<file path="src/rtl/mult_div_unit.sv">
// Multicycle 32-bit multiply/divide unit: one shift-add or restoring-divide step per cycle.
// Optional macro MULT_DIV_UNSIGNED_EN enables unsigned ops for op codes 10 and 11.
module mult_div_unit (
  input  logic        clk,
  input  logic        reset_n,
  input  logic        start,
  input  logic [1:0]  op,
  input  logic [31:0] regA_out,
  input  logic [31:0] regB_out,
  output logic [31:0] HI_out,
  output logic [31:0] LO_out,
  output logic        busy,
  output logic        done,
  output logic        div_zero
);

  typedef enum logic [1:0] {IDLE, CALC, FIX, DONE} state_t;

  state_t      state_reg;
  logic [4:0]  cnt_reg;
  logic        is_div_reg;
  logic        neg_q_reg;
  logic        neg_r_reg;
  logic [31:0] mcand_reg;
  logic [63:0] acc_reg;
  logic [32:0] rem_reg;

  logic        unsigned_op;
`ifdef MULT_DIV_UNSIGNED_EN
  assign unsigned_op = op[1];
`else
  // op[1] carries no meaning in the signed-only build
  assign unsigned_op = op[1] & 1'b0;
`endif

  logic        a_neg, b_neg;
  logic [31:0] a_mag, b_mag;
  assign a_neg = ~unsigned_op & regA_out[31];
  assign b_neg = ~unsigned_op & regB_out[31];
  assign a_mag = a_neg ? (~regA_out + 32'd1) : regA_out;
  assign b_mag = b_neg ? (~regB_out + 32'd1) : regB_out;

  // Multiply step: acc = {partial high, remaining multiplier bits}
  logic [32:0] mul_sum;
  logic [63:0] mul_next;
  assign mul_sum  = {1'b0, acc_reg[63:32]} + (acc_reg[0] ? {1'b0, mcand_reg} : 33'd0);
  assign mul_next = {mul_sum, acc_reg[31:1]};

  // Restoring divide step: dividend bits shift out of acc[31:0] as quotient bits shift in
  logic [32:0] div_shift, div_diff, rem_next;
  logic        div_ge;
  logic [31:0] q_next;
  assign div_shift = {rem_reg[31:0], acc_reg[31]};
  assign div_diff  = div_shift - {1'b0, mcand_reg};
  assign div_ge    = ~div_diff[32];
  assign rem_next  = div_ge ? div_diff : div_shift;
  assign q_next    = {acc_reg[30:0], div_ge};

  logic [63:0] prod_fix;
  logic [31:0] quot_fix, rem_fix;
  assign prod_fix = neg_q_reg ? (~acc_reg + 64'd1) : acc_reg;
  assign quot_fix = neg_q_reg ? (~acc_reg[31:0] + 32'd1) : acc_reg[31:0];
  assign rem_fix  = neg_r_reg ? (~rem_reg[31:0] + 32'd1) : rem_reg[31:0];

  always_ff @(posedge clk or negedge reset_n) begin
    if (!reset_n) begin
      state_reg  <= IDLE;
      cnt_reg    <= 5'd0;
      is_div_reg <= 1'b0;
      neg_q_reg  <= 1'b0;
      neg_r_reg  <= 1'b0;
      mcand_reg  <= 32'd0;
      acc_reg    <= 64'd0;
      rem_reg    <= 33'd0;
      HI_out     <= 32'd0;
      LO_out     <= 32'd0;
      busy       <= 1'b0;
      done       <= 1'b0;
      div_zero   <= 1'b0;
    end else begin
      case (state_reg)
        IDLE: begin
          if (start) begin
            is_div_reg <= op[0];
            cnt_reg    <= 5'd0;
            if (op[0] && (regB_out == 32'd0)) begin
              state_reg <= DONE;
              done      <= 1'b1;
              div_zero  <= 1'b1;
            end else begin
              state_reg <= CALC;
              busy      <= 1'b1;
              mcand_reg <= op[0] ? b_mag : a_mag;
              acc_reg   <= {32'd0, (op[0] ? a_mag : b_mag)};
              rem_reg   <= 33'd0;
              neg_q_reg <= a_neg ^ b_neg;
              neg_r_reg <= op[0] & a_neg;
            end
          end
        end
        CALC: begin
          cnt_reg <= cnt_reg + 5'd1;
          if (is_div_reg) begin
            acc_reg[31:0] <= q_next;
            rem_reg       <= rem_next;
          end else begin
            acc_reg <= mul_next;
          end
          if (cnt_reg == 5'd31) state_reg <= FIX;
        end
        FIX: begin
          if (is_div_reg) begin
            HI_out <= rem_fix;
            LO_out <= quot_fix;
          end else begin
            HI_out <= prod_fix[63:32];
            LO_out <= prod_fix[31:0];
          end
          busy      <= 1'b0;
          done      <= 1'b1;
          state_reg <= DONE;
        end
        DONE: begin
          done      <= 1'b0;
          div_zero  <= 1'b0;
          state_reg <= IDLE;
        end
        default: state_reg <= IDLE;
      endcase
    end
  end

endmodule

</file>
<file path="config.mk">
export PLATFORM = sky130hd
export DESIGN_NAME = mult_div_unit
export DESIGN_NICKNAME = d
export VERILOG_FILES = /design/src/rtl/mult_div_unit.sv
export SDC_FILE = /design/constraint.sdc
export NUM_CORES = 1
export LEC_CHECK = 0
export CAP_MARGIN = 0
export CORE_UTILIZATION = 40
export CTS_CLUSTER_DIAMETER = 60
export DETAILED_ROUTE_END_ITERATION = 10
export HOLD_SLACK_MARGIN = 0.05
export MAX_ROUTING_LAYER = met4
export PLACE_DENSITY_LB_ADDON = 0.2
export SYNTH_ARGS = -nofsm -noshare
export SYNTH_HDL_FRONTEND = slang
export SYNTH_SLANG_ARGS = --single-unit
</file>
<file path="constraint.sdc">
create_clock -name clk -period 4.02 [get_ports clk]
set_input_delay 1.206 -clock clk [delete_from_list [all_inputs] [get_ports clk]]
set_output_delay 1.206 -clock clk [all_outputs]
set_load 0.005 [all_outputs]
</file>
==> Word-level counts from Yosys, hierarchy flattened <==
Cells that the tools add are included.
{ "op_classes": {"addsub": 8, "n_eq_ne": 10, "n_mux": 33, "bitwise_logic": 9, "n_reduce_logical": 17} }
{ "op_table": {"columns": ["cell", "count"], "rows": [
  ["two-way mux 32 bit", 15],
  ["two-way mux 64 bit", 3],
  ["adder 32 x 1 -> 32 bit (second input constant)", 4],
  ["inverter 32 bit", 4],
  ["one-hot mux 64 bit (2 select lines)", 1],
  ["adder 64 x 1 -> 64 bit (second input constant)", 1],
  ["inverter 64 bit", 1],
  ["one-hot mux 32 bit (2 select lines)", 1],
  ["adder 32 x 32 -> 33 bit", 1],
  ["subtractor 33 x 32 -> 33 bit", 1],
  ["zero test 32 bit", 1],
  ["AND reduction 3 bit", 5],
  ["inequality test 2 bit (second input constant)", 6],
  ["one-hot mux 5 bit (2 select lines)", 1],
  ["one-hot mux 2 bit (4 select lines)", 1],
  ["AND reduction 4 bit", 2],
  ["two-way mux 2 bit", 3],
  ["AND reduction 2 bit", 3],
  ["nonzero test 2 bit", 3],
  ["adder 5 x 1 -> 5 bit (second input constant)", 1],
  ["== test 5 bit (second input constant)", 1],
  ["two-way mux 5 bit", 1],
  ["== test 2 bit (second input constant)", 2],
  ["two-way mux 1 bit", 4],
  ["other kinds (9)", 11]
]} }
{ "word_totals": {"regBits": 205} }

==> Depth between registers and ports, before layout <==
{ "logic_depth": {"depth_word": 7, "mapped_depth": 14, "ltp_nobuf": 13} }

==> Worst setup path before layout <==
OpenSTA, ideal clock, no wires.
{ "synth_path": {"path_type": "input to register", "start": "in regB_out[17]", "end": "reg acc_reg[54]", "arrival_ps": 3877, "required_time_ps": 3896, "path_slack_ps": 19, "cell_stages": 10, "n_path_buf": 1, "path_cell_list": "or4_1 -> or2_2 -> or4_1 -> clkbuf_1 -> o21bai_2 -> o21ai_1 -> nand2_1 -> nor2_1 -> and4_1 -> a211o_1"} }
{ "synth_between": {"elab_chain_cells": 4} }
{ "synth_rtl": {"columns": ["item", "line", "text"], "rows": [
  ["start: declaration", "9", "input logic [31:0] regB_out,"],
  ["zero test 32 bit", "86", "if (op[0] && (regB_out == 32'd0)) begin"],
  ["logical AND 1 bit", "86", null],
  ["inequality test 2 bit (no line)", null, null],
  ["AND reduction 4 bit (no line)", null, null],
  ["end signal: assignment", "94", "acc_reg <= {32'd0, (op[0] ? a_mag : b_mag)};"],
  ["end signal: assignment", "107", "acc_reg <= mul_next;"],
  ["end: declaration", "25", "logic [63:0] acc_reg;"]
]} }
No other way between the ends.
A chain may end at the register's enable or synchronous reset.

==> Worst setup path in the final report <==
{ "layout_path": {"start": "reg acc_reg[17]", "end": "reg HI_out[22]"} }
{ "layout_between": {"elab_chain_cells": 4} }
{ "layout_rtl": {"columns": ["item", "line", "text"], "rows": [
  ["start signal: assignment", "94", null],
  ["start signal: assignment", "104", "acc_reg[31:0] <= q_next;"],
  ["start signal: assignment", "107", null],
  ["inverter 64 bit", "61", "assign prod_fix = neg_q_reg ? (~acc_reg + 64'd1) : acc_reg;"],
  ["adder 64 x 1 -> 64 bit", "61", null],
  ["two-way mux 64 bit", "61", null],
  ["two-way mux 32 bit", "112", "if (is_div_reg) begin"],
  ["end signal: assignment", "113", "HI_out <= rem_fix;"],
  ["end signal: assignment", "116", "HI_out <= prod_fix[63:32];"],
  ["end: declaration", "10", "output logic [31:0] HI_out,"]
]} }
No other way between the ends.

==> out/results.tsv <==
stage	metric	value	unit
outcome	status	finished, final reports clean	
synth	Synth cell types	71	
synth	average cell area after synthesis	8.05	µm²
drt	Wirelength per Cell	20.8	µm
global_routing	Total GRT Usage	28.4	%
layout	synthesis-to-finish area growth	23.7	%
drt	final WL	56600	µm
floorplanning	Die Ht	202	µm
layout	Largest register FFs	64	
timing	fin crit period	3940	ps
drt	DR pass1 iterations	5	
clock_network	clk_lat worst skew	560	ps
floorplanning	# rows	72	
timing	Worst Tran Pin Value	934	ps
setup_path	CP Capture Type	flop	
place	Port Buffers	134	
place	placed cells	2683	
floorplanning	Ports	136	
place	DP Worst Slack	-492	ps
setup_path	family with the most delay on the worst path	simple AND/OR/NAND/NOR gates	
setup_path	Worst Path Arrival	4350	ps
setup_path	CP max stage delay	590	ps
drt	# DRC	0	
setup_path	Crit Path Category	flop to flop	
power_and_ir_drop	total power divided by cell area	701	mW/mm²
timing	Max-Slew Margin vs Limit	37.8	%
timing	final hold violations	0	
clock_network	htree depth	1	
flow_run	Max Cap Viol	0	
place	Placement Cell Area	0.0189	mm²
setup_path	crit-path max FO	6	
synth	warning count from the yosys run	0	
timing	TNS Setup	0	ps
layout	Post-layout nets	2338	
drt	Detail Route Antenna Nets	0	
timing	highest clock rate	254	MHz
layout	Final Non-Filler Cells	2729	
clock_network	CTS tree	done	
layout	FF+latch area	0.00513	mm²
layout	area of the multi-input gates	0.0102	mm²
synth	post-synthesis cell type with the largest combined area	dfrtp_1	
hold_path	Tightest Hold Check Type	flop to flop	
drt	Vias	16010	
layout	antenna cells	0	
synth	syn nets	2135	
clock_network	cts bufs inserted	26	
place	gpl congestion	1.01	
place	post-DP HPWL	44400	µm
floorplanning	Die W	202	µm
power_and_ir_drop	Max VDD drop	0.376	mV
timing	Slew Limit Fails	0	
synth	#FFs+latches synth	205	
synth	Async S/R FF share, synth	100	%
global_routing	first-pass GRT wire length	88400	µm
layout	Filler cells	3757	
synth	synth top area cells	dfrtp_1 (32%), o21ai_0 (6.0%), ha_1 (5.8%)	
clock_network	Clk pin slew, worst setup/hold paths	60	ps
floorplanning	Core Region	0.0391	mm²
synth	Synth Instances	1990	
global_routing	vias in the first global route	15306	
setup_path	CP cell instances	or4_4 -> or4_1 -> or4_4 -> or4_1 -> or3_4 -> o31ai_2 -> xor2_1 -> a21oi_1	
drt	Vias/cell	5.87	
timing	final worst slack	77.3	ps
global_routing	gr ovfl total	0	
global_routing	largest net degree at the start of global routing	105	
clock_network	hold buffer count at CTS	0	
layout	share of cells above drive strength 1	12.1	%
synth	part of the Yosys area used for sequential elements	32.0	%
setup_path	Startpoint Class	flop	
synth	synthesized area	0.0160	mm²
drt	DR iter-0 viols	1335	
global_routing	initial antenna violation count	0	
setup_path	cell with the largest stage delay on the worst path	or4_4	
clock_network	Max Buffers Root-to-Sink	3	
timing	final setup vio count	0	
timing	Final period util	98.1	%
setup_path	WP buf/inv	0	
floorplanning	Initial Util	41.0	%
clock_network	Sink Count	205	
synth	top-area cell type share of the netlist area	32.0	%
floorplanning	die area	0.0409	mm²
synth	top_reg_cell synth	dfrtp_1	
setup_path	required time worst endpoint	4430	ps
clock_network	clock root cell	clkbuf_16	
layout	Finished Cell Area	0.0198	mm²
synth	number of synthesized flops with an enable pin	0	
power_and_ir_drop	Power Total	13.9	mW
power_and_ir_drop	leakage	8.61	nW
timing	Layout Skew	10.8	ps
==> Yosys cell counts, types with 21 or more instances <==
cell type  number
xor2_1         99
or3_1          22
nor3_1         26
ha_1           74
nor2_1        188
mux2_2         33
a21o_1         23
or4_1          26
a211oi_1       24
mux2i_1        24
nand2_1       207
nand3_1        45
xnor2_1        90
clkbuf_1      105
o311ai_0       21
o21ai_0       191
o31ai_1        52
dfrtp_1       205
a21oi_1       184
inv_1          80
==> cell usage in the layout, fill, tap and decap left out, types with 7 or more instances in the layout <==
cell type,instances
dfrtp_1,203
o41ai_1,19
and3_1,14
xor2_1,98
mux2i_1,24
mux2_2,33
a21oi_1,184
nor4_1,16
nand3b_1,7
o221ai_1,13
nand2b_1,16
or3_1,22
clkdlybuf4s50_1,132
and2_1,7
a211oi_1,23
o21a_1,15
buf_12,7
or4_1,25
inv_1,80
buf_4,149
a21o_1,23
nor2b_1,8
nand2_1,207
clkbuf_16,26
o31ai_1,51
xnor2_1,90
nand3_1,45
nor2_1,188
nor3_1,26
o311ai_0,21
ha_1,72
or2_2,14
o21ai_0,191
a31oi_1,20
o211ai_1,20
==> per-stage QoR <==
stage,util [%],hold WS [ps]
finish,50.7,474
global route,50.7,490
detailed placement,48.3,470
floorplan,-,450
CTS,50.6,483
global placement,48.3,461
==> where the power goes <==
part           total (mW)  switching [mW]  internal [mW]
clock                2.47            1.00           1.47
sequential           3.62           0.784           2.83
combinational        7.79            4.57           3.22
total                13.9            6.36           7.52
==> logic make-up (layout without fill, tap and decap cells) <==
| logic type | count (synthesis) | in the layout | synth area share (%) |
|---|---|---|---|
| DFF | 205 | 205 | 32.0 |
| adders and majority gates | 76 | 76 | 6.03 |
| and+or+nand+nor | 611 | 611 | 17.6 |
| muxes | 57 | 57 | 3.82 |
| buffers and inverters | 197 | 418 | 4.62 |
| xor gates and xnor gates | 189 | 189 | 10.3 |
| AOI/OAI and AO/OA | 655 | 655 | 25.5 |
==> layer usage <==
metal,part of all wire (%),global-route usage [%],vias up
met5,0,-,-
li1,-,-,7615
met3,6.0,2.66,85
met1,46,39.5,7734
met4,2.9,8.16,0
met2,45,43.8,576
==> final cells by class <==
| type | instances | area share (%) |
|---|---|---|
| Clock inverter | 13 | 0.909 |
| Tap cell | 518 | 3.27 |
| Multi-Input combinational cell | 1588 | 51.6 |
| Sequential cell | 205 | 25.9 |
| Timing Repair Buffer | 290 | 13.1 |
| Inverter | 82 | 1.55 |
| Clock buffer | 33 | 3.62 |
==> path summary, 6_finish.rpt <==
kind,from,end,slack [ps],cells after the start
setup / recovery,acc_reg[17],HI_out[22],80,8
hold / removal,HI_out[27],HI_out[27],470,1
setup reg to reg,acc_reg[17],HI_out[22],80,8
hold reg to reg,HI_out[27],HI_out[27],470,1
max in group asynchronous,reset_n,HI_out[5],2430,2
min in group asynchronous,reset_n,LO_out[14],640,1
==> what timing repair did <==
action                                  CTS  global route
endpoints found under the setup margin    0             4
resized for setup                         0             4
buffers inserted                          0             0
Power figures use the tool's default switching activity.
